$ cat src/rtl/imem_responder_pkg.sv
// imem_responder_pkg: shared FSM state type and line geometry for the instruction responder.
package imem_responder_pkg;
    localparam int LINE_WORDS = 4;
    localparam int TAG_W = 28;
    typedef enum logic [1:0] {IDLE, REQ, DROP} state_t;
endpackage

$ cat src/rtl/imem_line_buf.sv
// imem_line_buf: single-entry instruction line buffer with word select.
module imem_line_buf
    import imem_responder_pkg::*;
(
    input  logic                        clock,
    input  logic                        rst_n,
    input  logic                        clr,
    input  logic                        wr,
    input  logic [TAG_W-1:0]            wr_tag,
    input  logic [LINE_WORDS*32-1:0]    wr_data,
    input  logic [1:0]                  sel,
    output logic                        valid,
    output logic [TAG_W-1:0]            tag,
    output logic [31:0]                 word
);
    logic [LINE_WORDS-1:0][31:0] data;

    // A flush outranks a simultaneous install so a cancelled fill never lands.
    always_ff @(posedge clock or negedge rst_n) begin
        if (!rst_n) begin
            valid <= 1'b0;
            tag   <= '0;
            data  <= '0;
        end else if (clr) begin
            valid <= 1'b0;
        end else if (wr) begin
            valid <= 1'b1;
            tag   <= wr_tag;
            data  <= wr_data;
        end
    end

    assign word = data[sel];
endmodule

$ cat src/rtl/imem_responder.sv
// imem_responder: zero-latency instruction fetch from a one-line buffer, refilled
// from backing memory on a miss; flushes during a fill drain the handshake first.
module imem_responder
    import imem_responder_pkg::*;
(
    input  logic                        clock,
    input  logic                        rst_n,
    input  logic [31:0]                 pc,
    input  logic                        flush,
    output logic [31:0]                 inst,
    output logic                        stall,
    output logic                        mem_req,
    output logic [31:0]                 mem_addr,
    input  logic                        mem_ack,
    input  logic [LINE_WORDS*32-1:0]    mem_rdata
);
    state_t state, next;
    logic [31:0] req_addr;
    logic valid, hit_line, hit, miss, unused_pc;
    logic [TAG_W-1:0] tag;
    logic [31:0] word;

    assign unused_pc = ^pc[1:0];
    assign hit_line  = valid && pc[31:4] == tag;
    assign hit       = state == IDLE && !flush && hit_line;
    assign miss      = state == IDLE && !flush && !hit_line;
    assign stall     = !hit;
    assign inst      = hit ? word : 32'h0;
    assign mem_addr  = mem_req ? req_addr : 32'h0;

    imem_line_buf u_buf (
        .clock   (clock),
        .rst_n   (rst_n),
        .clr     (flush),
        .wr      (state == REQ && mem_ack && !flush),
        .wr_tag  (req_addr[31:4]),
        .wr_data (mem_rdata),
        .sel     (pc[3:2]),
        .valid   (valid),
        .tag     (tag),
        .word    (word)
    );

    always_ff @(posedge clock or negedge rst_n) begin
        if (!rst_n) begin
            state    <= IDLE;
            req_addr <= '0;
        end else begin
            state <= next;
            if (miss) req_addr <= {pc[31:4], 4'b0};
        end
    end

    // Once a request is raised it stays up until acked, even across a flush.
    always_comb begin
        next    = state;
        mem_req = 1'b0;
        case (state)
            IDLE: next = miss ? REQ : IDLE;
            REQ: begin
                mem_req = 1'b1;
                next    = mem_ack ? IDLE : flush ? DROP : REQ;
            end
            DROP: begin
                mem_req = 1'b1;
                next    = mem_ack ? IDLE : DROP;
            end
            default: next = IDLE;
        endcase
    end
endmodule

$ cat config.mk
export PLATFORM = sky130hd
export DESIGN_NAME = imem_responder
export DESIGN_NICKNAME = d
export VERILOG_FILES = /design/src/rtl/imem_responder_pkg.sv /design/src/rtl/imem_line_buf.sv /design/src/rtl/imem_responder.sv
export SDC_FILE = /design/constraint.sdc
export NUM_CORES = 1
export LEC_CHECK = 0
export BUFFER_PORTS_ARGS = -buffer_cell sky130_fd_sc_hd__buf_2
export CAP_MARGIN = 30
export CORE_UTILIZATION = 53
export CTS_BUF_LIST = sky130_fd_sc_hd__clkbuf_8 sky130_fd_sc_hd__clkbuf_16
export DETAILED_ROUTE_END_ITERATION = 8
export PLACE_DENSITY_LB_ADDON = 0.25
export REMOVE_ABC_BUFFERS = 1
export SLEW_MARGIN = 25
export SYNTH_ARGS = -nofsm -noshare
export SYNTH_HDL_FRONTEND = slang
export SYNTH_SLANG_ARGS = --single-unit
export TNS_END_PERCENT = 1
$ cat constraint.sdc
create_clock -name clock -period 2.55 [get_ports clock]
set_clock_uncertainty 0.2 [all_clocks]
set_input_delay 0.51 -clock clock [delete_from_list [all_inputs] [get_ports clock]]
set_output_delay 0.51 -clock clock [all_outputs]
set_load 0.03 [all_outputs]
==> results.txt <==
----------------------------------------------------
[Global route]
  Initial antenna violation count ... 2
  Most crowded layer after global routing ... met2
  Met1 routing resource usage after global routing ... 29.3%
  Grt ovf ... 0
  Met2 demand-to-capacity share in global routing ... 41.6%
  Maximum number of pins on one net before global-route repair ... 64
  Global Route met3 Usage ... 7.35%
  Vias in the first global route ... 6043
  Total track usage ... 24.4%
  Wire length of the first global-routing pass ... 30400 µm

[Pwr]
  Static Leakage ... 5.09 nW
  Power after layout ... 11.4 mW
  Power per cell area ... 1020 nW/µm²
  Max rail drop VDD ... 672 µV

[Floorplan]
  Number of placed I/O pins ... 230
  Initial core utilization ... 54.3%
  Die Span X ... 129 µm
  Die Height ... 129 µm
  Core Rows ... 46
  Overall die area ... 16700 µm²
  Core region area ... 15800 µm²

[CTS]
  CTS H-tree depth ... 4
  Cell at the root of the clock tree ... clkbuf_16
  CTS buffer count ... 17
  Clock transition time at the flip-flop clock pins of the worst setup and hold paths ... 70 ps
  CTS max path bufs ... 2
  Clock tree from TritonCTS ... yes
  Clk_lat worst skew ... 420 ps
  Count of clock tree sinks ... 187

[Route]
  Remaining antenna violation count ... 0
  Total detailed-routing wirelength ... 19500 µm
  Final routed wire length divided by cell count ... 18.6 µm
  First-pass DRT Iterations ... 4
  Via count ... 5606
  Avg Vias per Cell ... 5.34
  Number of DRC violations after detailed routing ... 0
  DRT iter0 DRCs ... 229

[Synth]
  Number of warnings printed during yosys synthesis ... 0
  Sequential cell area fraction in the yosys report ... 54.5%
  FF+latch count, synth ... 187
  Post-synthesis cell area ... 8590 µm²
  Portion of synthesized cell area occupied by the leading cell type ... 54.5%
  Cell variety after synth ... 32
  Synthesized instance count ... 571
  Synth area leader ... dfrtp_1
  Mapped Avg Cell Area ... 15.0 µm²
  Top post-synthesis cells by area ... dfrtp_1 (54%), mux2_2 (24%), mux4_2 (8.4%)

[Layout]
  Sequential cell area ... 4680 µm²
  Layout cell share with drive strength beyond 1 ... 66.0%
  Nets ... 987
  Area overhead of the layout relative to synthesis ... 30.3%
  Fill count ... 1061
  Multi-input logic area ... 3880 µm²
  Finished Layout Cells ... 1049
  Core utilization of the finished layout ... 70.7%

[Placement]
  IO buf count ... 223
  Estimated wirelength of the detail-placed design ... 13700 µm
  Number of placed instances, taps included ... 1003
  GP Congestion ... 0.815

[Timing]
  Unrepaired setup endpoints after global routing ... yes
  Final Hold Vio Count ... 0
  Worst slew margin ... 63.1%
  Final critical delay including setup and external delays ... 3060 ps
  Max-slew violations ... 0
  Setup ws final ... -514 ps
  Setup-failing EPs final ... 62
  Final hold slack ... 89.6 ps
  Post-route clock period utilization ... 120%
  Transition time of the tightest slew-check pin ... 549 ps
  Maximum operating frequency ... 326 MHz

[Worst setup path]
  Slowest cell on the critical path ... dfrtp_1
  CP arrival ... 2350 ps
  Ordered list of cells on the worst path ... xnor2_1, nand4_1, nor3_1, nand4_1, buf_6, buf_8, or2_2, buf_6
  Sort of element at the end of the critical path ... output port
  Max FO, Critical Path ... 14
  Startpoint kind of the worst setup timing path ... flop
  Crit path buffers/inverters ... 3
  Worst EP required ... 1840 ps
  Start-to-end type of the worst setup path ... flop to output port
  Stage delay of the slowest cell on the critical path ... 390 ps
  Kind of cell adding the most delay to the critical path ... simple AND/OR/NAND/NOR gates

[Status]
  Result of the run ... finished, violations left
  Violations in the final reports ... negative setup slack

[Flow run]
  Max-cap violations ... 0

[Min path]
  Type of the tightest min-delay check ... input port to flop

----------------------------------------------------
-- sequential cells by signal (all words and copies together), names as in the netlist --
name         count
req_addr        28
state            2
u_buf.data     128
u_buf.tag       28
u_buf.valid      1
-- worst paths after layout --
path / start / end / slack [ps] / cells past startpoint
worst max-delay path: u_buf.tag[7] / stall / -510 / 8
worst min-delay path: mem_ack / state[1] / 90 / 2
worst max register to register: u_buf.tag[0] / req_addr[25] / -420 / 16
worst min register to register: u_buf.data[71] / u_buf.data[71] / 300 / 1
max in group asynchronous: rst_n / u_buf.data[71] / 1040 / 3
min in group asynchronous: rst_n / u_buf.tag[16] / 410 / 2
-- synth_stat cells, drive strengths merged --
master,number
a21oi,2
a221o,1
a31o,1
and2,28
buf,29
clkbuf,11
conb,1
dfrtp,187
ha,4
inv,7
mux2,184
mux4,32
nand2b,6
nand3,1
nand3b,1
nand4,8
nor2,2
nor2b,1
nor3,3
nor3b,32
nor4,2
o2111ai,2
o21ai,1
o221ai,1
or2,1
or3b,1
xnor2,20
xor2,2
-- per-stage QoR --
step	instance area, µm²	setup WS [ps]	setup TNS (ps)
2_1_floorplan	8390	-3290	-550060
3_3_place_gp	10100	-421	-13200
3_5_place_dp	10100	-465	-18380
4_1_cts	11100	-432	-22810
5_1_grt	11200	-633	-33320
6_report	11200	-514	-26590
-- cells by family (layout without fill, tap and decap cells) --
family | after synthesis | in the layout | synth area share (%)
xor+xnor | 22 | 22 | 2.24
mux | 216 | 216 | 32.5
simple gates | 86 | 86 | 6.73
other cells | 1 | 5 | 0.0437
buf+inv | 47 | 305 | 2.71
flops | 187 | 187 | 54.5
fa+ha+maj | 4 | 4 | 0.583
compound gates | 8 | 8 | 0.699
-- cell usage in the layout (no fill, tap or decap), drive strengths merged --
| master | count |
|---|---|
| nand3 | 1 |
| buf | 265 |
| mux4 | 32 |
| xnor2 | 20 |
| nand4 | 8 |
| nand2b | 6 |
| o221ai | 1 |
| xor2 | 2 |
| clkinv | 4 |
| nor2b | 1 |
| or3b | 1 |
| ha | 4 |
| o2111ai | 2 |
| or2 | 1 |
| bufinv | 4 |
| nor3b | 32 |
| inv | 11 |
| conb | 4 |
| nor2 | 2 |
| dlygate4sd3 | 1 |
| a31o | 1 |
| mux2 | 184 |
| diode | 1 |
| nand3b | 1 |
| o21ai | 1 |
| dfrtp | 187 |
| a21oi | 2 |
| nor3 | 3 |
| nor4 | 2 |
| a221o | 1 |
| clkbuf | 20 |
| and2 | 28 |
-- area by class of cell --
class,count,area share [%]
clock buffers,20,4.17
flip-flops and latches,187,41.8
diodes,1,0.0224
clock inverters,12,1.63
inverters,7,0.235
well taps,216,2.42
multi-input cells,340,34.7
repair buffers,266,15.0
-- power by group --
group	total [mW]	internal [mW]	leakage, nW	switching [mW]
Clock	2.86	1.73	0.322	1.13
Combinational	3.50	2.16	2.55	1.33
Sequential	5.09	4.32	2.22	0.770
Total	11.4	8.21	5.09	3.23
-- routing by layer --
| layer | wire length [µm] | vias to the layer above |
|---|---|---|
| met5 | 0 | - |
| met4 | 354 | 0 |
| met3 | 1220 | 28 |
| met2 | 9870 | 162 |
| met1 | 8030 | 2861 |
| li1 | - | 2555 |
-- repair_timing --
item	CTS	global route
gates cloned	1	0
hold buffers	1	0
pin swaps	2	1
setup buffers	11	0
gates resized for setup	65	13
endpoints found under the hold margin	47	0
endpoints found under the setup margin	59	90
No activity file was read; power rests on OpenSTA's default activity.
